$ cat src/rtl/picoblaze_io_hub.sv
// PicoBlaze port-bus hub: decoded output registers, registered input mux, tick timer, prioritised IRQs.
// Define PICOBLAZE_IO_HUB_READBACK_EN to make output register i readable at 0x40+i.
module picoblaze_io_hub #(
  parameter int CLK_FREQ_HZ = 25000000,
  parameter int TICK_HZ     = 1,
  parameter int NUM_OUT     = 2,
  parameter int NUM_IN      = 2,
  parameter int NUM_EXT     = 1
) (
  input  logic                                  clk,
  input  logic                                  reset_n,
  input  logic [7:0]                            port_id,
  input  logic                                  write_strobe,
  input  logic                                  read_strobe,
  input  logic [7:0]                            out_port,
  output logic [7:0]                            in_port,
  output logic                                  interrupt,
  input  logic                                  interrupt_ack,
  input  logic [8*NUM_IN-1:0]                   in_data,
  output logic [8*NUM_OUT-1:0]                  out_data,
  input  logic [(NUM_EXT > 0 ? NUM_EXT : 1)-1:0] ext_irq,
  output logic                                  tick
);

  localparam int PERIOD = CLK_FREQ_HZ / TICK_HZ;
  localparam int PW     = $clog2(PERIOD);
  localparam int EXT_W  = (NUM_EXT > 0) ? NUM_EXT : 1;
  localparam int NSRC   = NUM_EXT + 1;
  localparam logic [7:0]    IMPL      = 8'((1 << NSRC) - 1);
  localparam logic [PW-1:0] PRESC_MAX = PW'(PERIOD - 1);

`ifdef PICOBLAZE_IO_HUB_READBACK_EN
  localparam bit READBACK = 1'b1;
`else
  localparam bit READBACK = 1'b0;
`endif

  logic [8*NUM_OUT-1:0] outData_q, outData_d;
  logic [7:0]           inPort_q, inPort_d;
  logic [7:0]           pend_q, pend_d;
  logic [7:0]           mask_q, mask_d;
  logic [7:0]           tickCount_q, tickCount_d;
  logic [7:0]           vec_q, vec_d;
  logic                 timerEn_q, timerEn_d;
  logic                 tick_q, tick_d;
  logic                 irq_q, irq_d;
  logic [PW-1:0]        presc_q, presc_d;
  logic [EXT_W-1:0]     sync1_q, sync2_q, sync3_q;
  logic [EXT_W-1:0]     extRise;
  logic [7:0]           pendMasked, setBits, w1cBits, ackBits;
  logic                 ackHit;
  logic [2:0]           ackIdx;
  logic                 unusedSink;

  assign unusedSink = &{1'b0, read_strobe, extRise};

  // Prescaler holds at zero while disabled, so re-enabling always starts a full period.
  always_comb begin
    tick_d      = timerEn_q && (presc_q == PRESC_MAX);
    presc_d     = (timerEn_q && !tick_d) ? presc_q + PW'(1) : '0;
    tickCount_d = tickCount_q + {7'd0, tick_d};
  end

  assign extRise = sync2_q & ~sync3_q;

  always_comb begin
    outData_d = outData_q;
    mask_d    = mask_q;
    timerEn_d = timerEn_q;
    w1cBits   = 8'h00;
    if (write_strobe) begin
      for (int i = 0; i < NUM_OUT; i++) begin
        if (port_id == 8'(64 + i)) outData_d[8*i +: 8] = out_port;
      end
      case (port_id)
        8'hF0:   w1cBits   = out_port & IMPL;
        8'hF1:   mask_d    = out_port & IMPL;
        8'hF2:   timerEn_d = out_port[0];
        default: ;
      endcase
    end
  end

  // Lowest index wins: scan downward so the last hit is the smallest set bit.
  always_comb begin
    pendMasked = pend_q & mask_q;
    ackHit     = 1'b0;
    ackIdx     = 3'd0;
    for (int k = NSRC - 1; k >= 0; k--) begin
      if (pendMasked[k]) begin
        ackHit = 1'b1;
        ackIdx = 3'(k);
      end
    end
  end

  // New events are ORed in last so they survive a same-cycle W1C or acknowledge.
  always_comb begin
    setBits    = 8'h00;
    setBits[0] = tick_d;
    for (int k = 0; k < NUM_EXT; k++) begin
      setBits[k+1] = extRise[k];
    end
    ackBits = (interrupt_ack && ackHit) ? (8'h01 << ackIdx) : 8'h00;
    pend_d  = (pend_q & ~w1cBits & ~ackBits) | setBits;
    vec_d   = (interrupt_ack && ackHit) ? {5'd0, ackIdx} : vec_q;
    irq_d   = interrupt_ack ? 1'b0 : |pendMasked;
  end

  always_comb begin
    inPort_d = 8'h00;
    for (int i = 0; i < NUM_IN; i++) begin
      if (port_id == 8'(i)) inPort_d = in_data[8*i +: 8];
    end
    for (int i = 0; i < NUM_OUT; i++) begin
      if (READBACK && port_id == 8'(64 + i)) inPort_d = outData_q[8*i +: 8];
    end
    case (port_id)
      8'hF0:   inPort_d = pend_q;
      8'hF1:   inPort_d = mask_q;
      8'hF2:   inPort_d = {7'd0, timerEn_q};
      8'hF3:   inPort_d = tickCount_q;
      8'hF4:   inPort_d = vec_q;
      default: ;
    endcase
  end

  always_ff @(posedge clk) begin
    if (!reset_n) begin
      outData_q   <= '0;
      inPort_q    <= 8'h00;
      pend_q      <= 8'h00;
      mask_q      <= 8'h00;
      tickCount_q <= 8'h00;
      vec_q       <= 8'hFF;
      timerEn_q   <= 1'b1;
      tick_q      <= 1'b0;
      irq_q       <= 1'b0;
      presc_q     <= '0;
      sync1_q     <= '0;
      sync2_q     <= '0;
      sync3_q     <= '0;
    end else begin
      outData_q   <= outData_d;
      inPort_q    <= inPort_d;
      pend_q      <= pend_d;
      mask_q      <= mask_d;
      tickCount_q <= tickCount_d;
      vec_q       <= vec_d;
      timerEn_q   <= timerEn_d;
      tick_q      <= tick_d;
      irq_q       <= irq_d;
      presc_q     <= presc_d;
      sync1_q     <= ext_irq;
      sync2_q     <= sync1_q;
      sync3_q     <= sync2_q;
    end
  end

  assign out_data  = outData_q;
  assign in_port   = inPort_q;
  assign interrupt = irq_q;
  assign tick      = tick_q;

endmodule

$ cat config.mk
export PLATFORM = sky130hd
export DESIGN_NAME = picoblaze_io_hub
export DESIGN_NICKNAME = d
export VERILOG_FILES = /design/src/rtl/picoblaze_io_hub.sv
export SDC_FILE = /design/constraint.sdc
export NUM_CORES = 1
export LEC_CHECK = 0
export CAP_MARGIN = 40
export CORE_MARGIN = 10
export CORE_UTILIZATION = 52
export CTS_BUF_LIST = sky130_fd_sc_hd__clkbuf_4
export DETAILED_ROUTE_END_ITERATION = 16
export PLACE_DENSITY = 0.81
export SLEW_MARGIN = 0
export SYNTH_ARGS = -nofsm -noshare
export SYNTH_HDL_FRONTEND = slang
export SYNTH_SLANG_ARGS = --single-unit
export TNS_END_PERCENT = 10
$ cat constraint.sdc
create_clock -name clk -period 3 [get_ports clk]
set_clock_uncertainty 0.15 [all_clocks]
set_input_delay 0.6 -clock clk [delete_from_list [all_inputs] [get_ports clk]]
set_output_delay 0.6 -clock clk [all_outputs]
set_load 0.01 [all_outputs]
# Word level (Yosys, flattened, before mapping)
# Index checks and enable logic that the tools add are counted.
dict set report totals {
  register_bits 81
  inputBits 38
  wordCells 57
}
dict set report op_classes {
  addsub 2
  eq_ne 9
  shifts 1
  n_mux 10
  n_bitwise 9
  n_reduce_logical 12
}
# cell count
set ops {}
lappend ops {{== test 8 bit, second input constant} 5}
lappend ops {{case mux 8 bit (5 select lines)} 1}
lappend ops {{adder 25 x 1 -> 25 bit, second input constant} 1}
lappend ops {{== test 25 bit, second input constant} 1}
lappend ops {{two-way mux 8 bit} 3}
lappend ops {{AND 8 bit} 2}
lappend ops {{== test 8 x 7 -> 1 bit, second input constant} 2}
lappend ops {{inverter 8 bit} 2}
lappend ops {{AND reduction 2 bit} 5}
lappend ops {{adder 8 x 1 -> 8 bit} 1}
lappend ops {{AND 8 x 2 -> 8 bit} 1}
lappend ops {{== test 8 x 1 -> 1 bit, second input constant} 1}
lappend ops {{zero test 8 bit} 1}
lappend ops {{bitwise OR 8 x 2 -> 8 bit} 1}
lappend ops {{OR reduction 8 bit} 1}
lappend ops {{<< shifter 1 x 3 -> 8 bit, first input constant} 1}
lappend ops {{two-way mux 2 bit} 2}
lappend ops {{logical AND 1 bit} 3}
lappend ops {{two-way mux 1 bit} 3}
lappend ops {{two-way mux 3 bit} 1}
lappend ops {{inverter 1 bit} 2}
lappend ops {{OR reduction 2 bit} 1}
lappend ops {{AND 1 bit} 1}
lappend ops {{zero test 1 bit} 1}

# Longest topological paths before layout
# Gate-level depths: netlist of the first run.
dict set report logic_depth {
  depth_word 8
  ltp_mapped 9
}

# Least setup slack after synthesis of the first run
# No wires, ideal clock.
dict set report synth_timing {
  path_type {input to register}
  start {in port_id[3]}
  end {reg outData_q[15] (netlist: out_data[15])}
  setup_ps 128
  arrival_ps 2060
  t_required_ps 2722
  setup_slack_ps 662
  stages 5
  cell_sequence {clkbuf_1 > or4b_1 > nor3_4 > mux2i_1 > nor2_1}
}
dict set report synth_via {
  elab_chain_cells 2
}
# element line
set synth_lines {}
lappend synth_lines {{start: declaration} 12} ;# input logic [7:0] port_id,
lappend synth_lines {{== test 8 x 7 -> 1 bit} 73} ;# if (port_id == 8'(64 + i)) outData_d[8*i +: 8] = out_port;
lappend synth_lines {{AND reduction 2 bit (no source line)} n/a}
lappend synth_lines {{end signal: assignment} 144} ;# outData_q <= outData_d;
lappend synth_lines {{end: declaration} 38} ;# logic [8*NUM_OUT-1:0] outData_q, outData_d;
# No other way between the ends.
# A chain may end at the register's enable or synchronous reset.

# Worst setup path after layout of the first run
dict set report layout_timing {
  start {reg presc_q[0]}
  end {reg tickCount_q[5]}
}
dict set report layout_via {
  elab_chain_cells 3
}
# element line
set layout_lines {}
lappend layout_lines {{start: declaration} 47} ;# logic [PW-1:0] presc_q, presc_d;
lappend layout_lines {{start signal: assignment} 153} ;# presc_q <= presc_d;
lappend layout_lines {{== test 25 bit} 59} ;# tick_d = timerEn_q && (presc_q == PRESC_MAX);
lappend layout_lines {{logical AND 1 bit} 59}
lappend layout_lines {{net tick_d} 45} ;# logic tick_q, tick_d;
lappend layout_lines {{adder 8 x 1 -> 8 bit} 61} ;# tickCount_d = tickCount_q + {7'd0, tick_d};
lappend layout_lines {{end signal: assignment} 148} ;# tickCount_q <= tickCount_d;
lappend layout_lines {{end: declaration} 42} ;# logic [7:0] tickCount_q, tickCount_d;
# The timed path passes the listed nets, and every way through them passes these cells.

==> results of run 1 <==
==> where the power goes <==
| group | switching, mW | internal [mW] |
|---|---|---|
| combinational | 0.0478 | 0.0639 |
| sequential | 0.00611 | 0.922 |
| clock | 0.296 | 0.175 |
| total | 0.350 | 1.16 |
==> synth_stat cells, types with 9 or more instances <==
cell type	n
dfxtp_1	69
nor2_1	44
nand2_1	24
mux2i_1	21
nand3_1	15
a21oi_1	12
clkbuf_1	10
or3_1	10
xnor2_1	10
and2_1	9
==> layer usage <==
layer / up-vias / global-route usage / routed length (um)
li1: 1317 / - / -
met1: 1187 / 0.176 / 3000
met2: 63 / 0.266 / 3430
met3: 9 / 0.0420 / 502
met4: 0 / 0.0725 / 111
met5: - / 0 / 0
==> cell type report <==
class,instances,area [um2]
clock inverter,3,15.0
sequential,69,1380
multi-input combinational,237,1550
timing repair buffer,73,703
inverter,7,26.3
clock buffer,11,82.6
fill,460,1730
tap,72,90.1
==> cell families (layout without fill, tap and decap cells) <==
group / count (synthesis) / after routing
compound gates: 48 / 48
flops: 69 / 69
mux: 22 / 22
fa+ha+maj: 3 / 3
simple gates: 146 / 146
xor+xnor: 18 / 18
buf+inv: 20 / 94
==> critical path, cell delays in order (launching register included) <==
cell	delay [ns]
dfxtp_1	0.41
ha_1	0.26
nand3_1	0.20
nor4_1	0.56
and2_1	0.22
ha_1	0.17
and3_1	0.22
nand3_1	0.11
xor2_1	0.16
nor2_1	0.06
==> path summary, 6_finish.rpt <==
check,to,startpoint,slack [ns]
worst max-delay path,tickCount_q[5]$_SDFF_PN0_,presc_q[0]$_SDFF_PN0_,0.37
worst max register to register,tickCount_q[5]$_SDFF_PN0_,presc_q[0]$_SDFF_PN0_,0.37
worst min-delay path,sync2_q$_SDFF_PN0_,sync1_q$_SDFF_PN0_,0.30
worst min register to register,sync2_q$_SDFF_PN0_,sync1_q$_SDFF_PN0_,0.30
==> state kept, by name, indices dropped and copies added, names as in the netlist <==
signal,count
tick,1
in_port,8
pend_q,2
sync2_q,1
sync3_q,1
vec_q,2
tickCount_q,8
mask_q,2
timerEn_q,1
sync1_q,1
out_data,16
presc_q,25
interrupt,1
==> metrics by stage <==
stage / utilization / setup slack [ns]
floorplan: - / 0.662
global placement: 0.672 / 0.290
detailed placement: 0.672 / 0.239
CTS: 0.690 / 0.371
global route: 0.690 / 0.181
finish: 0.690 / 0.373
==> impl_metrics.json, run 1 <==
{
  "outcome": "completed",
  "start_kind": "register",
  "avgRoutedWirePerCell_um": 14.9,
  "yosys_warnings": 0,
  "nets": 438,
  "core.rowCount": 27,
  "diodes": 0,
  "die_y_um": 96.1,
  "syn_avg_cell_area_um2": 9.23,
  "drive_gt1_frac": 0.0800,
  "synthAdderAreaFrac": 0.0125,
  "syn_area_um2": 3010,
  "path_class": "reg2reg",
  "synth_area_leaders": "dfxtp_1 (46%), mux2i_1 (7.0%), nor2_1 (5.5%)",
  "layout_common_cells": "dfxtp_1 (69), clkdlybuf4s50_1 (62), nor2_1 (44)",
  "synthMuxAreaShare": 0.0736,
  "via_per_inst": 5.46,
  "grtUsageTotal": 0.155,
  "synth_nets": 367,
  "placed_cell_area_um2": 3750,
  "min_period_ns": 2.63,
  "required_ns": 3.15,
  "overflow": 0,
  "synthXorXnorAreaFrac": 0.0524,
  "post_cts_buffers": 0,
  "final_cell_area_um2": 3840,
  "synth_top_family_by_area": "simple AND/OR/NAND/NOR gates",
  "ant_nets": 0,
  "cp_max_fo": 5,
  "slew_headroom": 0.432,
  "hold_violations": 0,
  "clock_path_buffers": 2,
  "cp-end-kind": "register",
  "grt_pass1_wl_um": 11500,
  "post-dp-hpwl_um": 5180,
  "power.leakage_nw": 1.31,
  "min_path_type": "reg2reg",
  "fin_crit_sh": 0.876,
  "finalMaxSlewViolations": 0,
  "drtIter0Drc": 109,
  "routed_wl_um": 7040,
  "num_vias": 2576,
  "grt_pass1_vias": 2473,
  "synth_seq_area_share": 0.459,
  "ys_types": 47,
  "gp_congestion": 0.804,
  "fmax_ghz": 0.381,
  "cts_num_sinks": 69,
  "yosys.area_share.simple": 0.264,
  "yosys_register_bits": 69,
  "die_area_um2": 9230,
  "total_power_mw": 1.51,
  "rsz0062_at_grt": "false",
  "syn_to_final_growth_pct": 27.7,
  "cts_max_level": 3,
  "num_io_pins": 64,
  "synth_top_area_cell": "dfxtp_1",
  "coreArea_um2": 5570,
  "initial_utilization": 0.540,
  "setup_viol": 0,
  "async_reset_ff_frac": 0,
  "worst_slew_pin_slew_ns": 0.847,
  "final_common_cell": "dfxtp_1",
  "antenna_found_initial": 0,
  "cts_buffers": 9,
  "synth-edff-count": 0,
  "cts_root_buffer": "clkbuf_4",
  "stdcell_count": 472,
  "numPortBuffers": 62,
  "cts_tree": "built",
  "hold-worst-slack_ns": 0.304,
  "powerDensity_nw_per_um2": 393,
  "grt_max_degree": 34,
  "worst-r2r-cell-count": 9,
  "synth_flop_cell": "dfxtp_1",
  "cts_hold_buf": 0,
  "dp.cells": 458,
  "worstHoldPathCells": 1,
  "clk_latency_ns": 0.41,
  "maxCapViolations": 0,
  "tns_ns": 0,
  "drc_errors": 0,
  "ir_drop_uv": 318,
  "synth_top_cell_area_share": 0.459,
  "arrival_ns": 2.78,
  "cts_resized": 0,
  "drtPass1Iterations": 4,
  "netlist_instances": 326,
  "clk_pin_slew_ns": 0.10,
  "die_w_um": 96.1,
  "synth_compound_area_frac": 0.111
}
Note: power is estimated with default switching activity, not from simulation.
==> run 2: changes to the inputs <==
- CAP_MARGIN: 40 -> 20
- CELL_PAD_IN_SITES_DETAIL_PLACEMENT: not set -> 1
- CELL_PAD_IN_SITES_GLOBAL_PLACEMENT: not set -> 1
- CORE_UTILIZATION: 52 -> 40
- GPL_ROUTABILITY_DRIVEN: not set -> 0
- PLACE_DENSITY: 0.81 -> not set
- PLACE_DENSITY_LB_ADDON: not set -> 0.1
==> impl_metrics.json, run 2 (synthesis gave the netlist of run 1 again) <==
{
  "cts_root_buffer": "clkbuf_4",
  "cpPeakStageDelay_ns": 0.43,
  "grt_max_degree": 30,
  "stdcell_count": 505,
  "tns_ns": 0,
  "die_area_um2": 11400,
  "dp_worst_setup_slack_ns": 0.0840,
  "final_common_cell": "dfxtp_1",
  "core.rowCount": 31,
  "cts_hold_buf": 0,
  "grtUsageTotal": 0.143,
  "fin_crit_sh": 0.850,
  "overflow": 0,
  "hold_violations": 0,
  "die_y_um": 107,
  "avgRoutedWirePerCell_um": 16.3,
  "routed_wl_um": 8230,
  "slew_headroom": 0.538,
  "ff2ff_setup_slack_ns": 0.45,
  "total_power_mw": 1.56,
  "cp-end-kind": "register",
  "power.switching_uw": 397,
  "outcome": "completed",
  "required_ns": 3.18,
  "p_seq_frac": 0.595,
  "arrival_ns": 2.73,
  "syn_to_final_growth_pct": 30.9,
  "top_register": "presc_q",
  "drtPass1Iterations": 4,
  "cts_tree": "built",
  "clock_path_buffers": 2,
  "power.leakage_nw": 1.34,
  "cp_max_fo": 5,
  "timing.critical_path.cells": "ha_1 -> nand3_1 -> nor4_1 -> buf_4 -> and2_1 -> ha_1 -> ha_1 -> nand3_1 -> xor2_1 -> nor2_1",
  "largest_reg_flops": 25,
  "start_kind": "register",
  "powerDensity_nw_per_um2": 397,
  "grt_pass1_wl_um": 13400,
  "pwr-share-comb": 0.075,
  "cpLargestDelayFamily": "simple AND/OR/NAND/NOR gates",
  "num_io_pins": 64,
  "ir_drop_uv": 311,
  "numPortBuffers": 62,
  "clk_pin_slew_ns": 0.12,
  "via_per_inst": 5.29,
  "die_w_um": 107,
  "maxCapViolations": 0,
  "cts_resized": 0,
  "drtIter0Drc": 43,
  "cts_num_sinks": 69,
  "worst_slew_pin_slew_ns": 0.688,
  "num_vias": 2671,
  "ant_nets": 0,
  "cpMaxStageDelayCell": "dfxtp_1",
  "path_class": "reg2reg",
  "nets": 442,
  "rsz0062_at_grt": "false",
  "dp.cells": 489,
  "post-dp-hpwl_um": 6270,
  "setup_viol": 0,
  "swShare": 0.254,
  "min_period_ns": 2.55,
  "min_path_type": "reg2reg",
  "fmax_ghz": 0.392,
  "diodes": 0,
  "post_cts_buffers": 0,
  "cts_buffers": 9,
  "p_int_mw": 1.17,
  "fin_util": 0.540,
  "path_buf_inv": 1,
  "critPathMostFrequentCell": "ha_1",
  "drive_gt1_frac": 0.0961,
  "initial_utilization": 0.413,
  "drc_errors": 0,
  "clk_latency_ns": 0.42,
  "coreArea_um2": 7290,
  "antenna_found_initial": 0,
  "setup_slack_ns": 0.449,
  "layout_common_cells": "dfxtp_1 (69), clkdlybuf4s50_1 (62), nor2_1 (44)",
  "finalMaxSlewViolations": 0,
  "power_frac_clock": 0.330,
  "cts_max_level": 3,
  "grt_pass1_vias": 2713
}
[run 2: final cells by class]
cell class	instances	area (um2)
fillers	875	3350
multi-input cells	237	1550
flip-flops and latches	69	1380
repair buffers	77	749
well taps	99	124
clock buffers	10	75.1
clock inverters	6	40.0
inverters	7	26.3
[run 2: final timing paths]
kind / startpoint / endpoint / cells after the start
worst min-delay path: sync1_q$_SDFF_PN0_ / sync2_q$_SDFF_PN0_ / 1
worst max register to register: presc_q[0]$_SDFF_PN0_ / tickCount_q[4]$_SDFF_PN0_ / 10
worst max-delay path: presc_q[0]$_SDFF_PN0_ / tickCount_q[4]$_SDFF_PN0_ / 10
worst min register to register: sync1_q$_SDFF_PN0_ / sync2_q$_SDFF_PN0_ / 1
[run 2: power by group through the flow]
| stage | Sequential (mW) | Clock, mW | Combinational, mW |
|---|---|---|---|
| after detailed placement | 0.950 | 0 | 0.118 |
| after global placement | 0.950 | 0 | 0.115 |
| after global routing | 0.931 | 0.583 | 0.129 |
| final | 0.929 | 0.516 | 0.118 |
| after CTS | 0.929 | 0.540 | 0.119 |
| after floorplan | 0.949 | 0 | 0.0420 |
[run 2: per-layer routing]
layer  GRT usage  share of wire
met3      0.0413          0.047
met2       0.248           0.49
met5           0              0
met1       0.168           0.45
met4      0.0406          0.012
[run 2: through the flow]
stage | hold slack [ns] | instance area (um2)
final | 0.309 | 3940
after global routing | 0.344 | 3940
after CTS | 0.313 | 3940
after detailed placement | 0.285 | 3830
after global placement | 0.265 | 3810
after floorplan | 0.262 | 3010
==> run 3: changes to the inputs <==
- clock period: 3 -> 2.5 ns (I/O delays scaled with it)
==> impl_metrics.json, run 3 (synthesis gave the netlist of run 1 again) <==
{
  "outcome": "completed",
  "nets": 454,
  "cts_tree": "built",
  "syn_to_final_growth_pct": 36.2,
  "fin_util": 0.562,
  "worst_slew_pin_slew_ns": 0.377,
  "drtPass1Iterations": 4,
  "coreArea_um2": 7290,
  "cts_buffers": 9,
  "drtIter0Drc": 79,
  "fillCellCount": 880,
  "grt_max_degree": 30,
  "fin_crit_sh": 0.920,
  "cpMaxStageDelayCell": "or3_1",
  "fmax_ghz": 0.435,
  "die_w_um": 107,
  "path_class": "reg2reg",
  "cts_hold_buf": 0,
  "hold_violations": 0,
  "clk_latency_ns": 0.41,
  "die_y_um": 107,
  "grt_pass1_wl_um": 14200,
  "cts_num_sinks": 69,
  "drive_gt1_frac": 0.132,
  "finalMaxSlewViolations": 0,
  "arrival_ns": 2.47,
  "required_ns": 2.67,
  "via_per_inst": 5.27,
  "rsz0062_at_grt": "true",
  "cts_root_buffer": "clkbuf_4",
  "diodes": 0,
  "num_io_pins": 64,
  "timing.critical_path.cells": "nand2_1 -> or3_1 -> nor4_4 -> and2_1 -> ha_1 -> and3_1 -> nand3_1 -> xor2_1 -> nor2_1",
  "stdcell_count": 517,
  "min_path_type": "reg2reg",
  "num_vias": 2727,
  "core.rowCount": 31,
  "multiInputGateArea_um2": 1570,
  "grt_pass1_vias": 2892,
  "dp.cells": 501,
  "post_cts_buffers": 0,
  "routed_wl_um": 8480,
  "drc_errors": 0,
  "initial_utilization": 0.413,
  "overflow": 0,
  "clock_path_buffers": 2,
  "power.leakage_nw": 1.44,
  "cpPeakStageDelay_ns": 0.42,
  "regArea_um2": 1380,
  "final_common_cell": "dfxtp_1",
  "top_register": "presc_q",
  "die_area_um2": 11400,
  "largest_reg_flops": 25,
  "avgRoutedWirePerCell_um": 16.4,
  "maxCapViolations": 0,
  "min_period_ns": 2.30,
  "post-dp-hpwl_um": 6530,
  "antenna_found_initial": 0,
  "grtUsageTotal": 0.152,
  "setup_viol": 0,
  "cts_max_level": 3,
  "ant_nets": 0,
  "ir_drop_uv": 361,
  "cp-end-kind": "register",
  "slew_headroom": 0.745,
  "numPortBuffers": 62,
  "powerDensity_nw_per_um2": 483,
  "clk_pin_slew_ns": 0.12,
  "tns_ns": 0,
  "cp_max_fo": 5,
  "layout_common_cells": "dfxtp_1 (68), clkdlybuf4s50_1 (62), nor2_1 (44)",
  "start_kind": "register"
}
[run 3: cell count changes in the layout (fill, tap and decap cells not counted), sizes merged]
cell and delta:
clkinvlp -1, clkinv -1, inv +1, buf +12, bufinv +1
[run 3: worst max-delay path: cells and delay by family, from the launching register on]
kind          cells  cell delay [ns]
simple gates      7             1.39
fa+ha+maj         1             0.15
xor+xnor          1             0.15
flops             1             0.39
[run 3: what timing repair did]
action                                 CTS  global route
endpoints found under the hold margin    0             0
setup endpoints to repair                0             7
resized for setup                        0             5
[run 3: path summary, 6_finish.rpt]
path	startpoint	end	slack, ns	depth (start not counted)
max	presc_q[18]$_SDFF_PN0_	tickCount_q[7]$_SDFF_PN0_	0.20	9
min	vec_q[6]$_SDFFE_PN1N_	vec_q[6]$_SDFFE_PN1N_	0.31	2
max reg2reg	presc_q[18]$_SDFF_PN0_	tickCount_q[7]$_SDFF_PN0_	0.20	9
min reg2reg	vec_q[6]$_SDFFE_PN1N_	vec_q[6]$_SDFFE_PN1N_	0.31	2
[run 3: where the power goes]
group	total [mW]	leakage (nW)	internal [mW]	switching, mW
Combinational	0.149	0.816	0.0839	0.0652
Clock	0.721	0.0704	0.314	0.406
Sequential	1.11	0.558	1.11	0.00571
[run 3: layout make-up]
type / count / area share
clock buffer: 10 / 0.0183
clock inverter: 6 / 0.0153
inverter: 7 / 0.00641
multi-input combinational: 237 / 0.383
sequential: 69 / 0.337
tap: 99 / 0.0302
timing repair buffer: 89 / 0.210
[run 3: routing by layer]
layer,vias up,GRT usage,share of wire
met5,-,0,0
met2,59,0.262,0.49
met4,0,0.0513,0.013
met3,10,0.0437,0.040
li1,1356,-,-
met1,1302,0.176,0.45
[run 3: stage by stage]
| step | worst slack (ns) | hold WS [ns] | total power [mW] | instance area [um2] |
|---|---|---|---|---|
| 5_1_grt | -0.0213 | 0.333 | 2.08 | 4100 |
| 2_1_floorplan | 0.262 | 0.262 | 1.19 | 3010 |
| 3_5_place_dp | -0.0655 | 0.283 | 1.29 | 3940 |
| 3_3_place_gp | -0.0263 | 0.268 | 1.28 | 3940 |
| 6_report | 0.200 | 0.307 | 1.98 | 4100 |
| 4_1_cts | 0.0237 | 0.309 | 2.01 | 4080 |
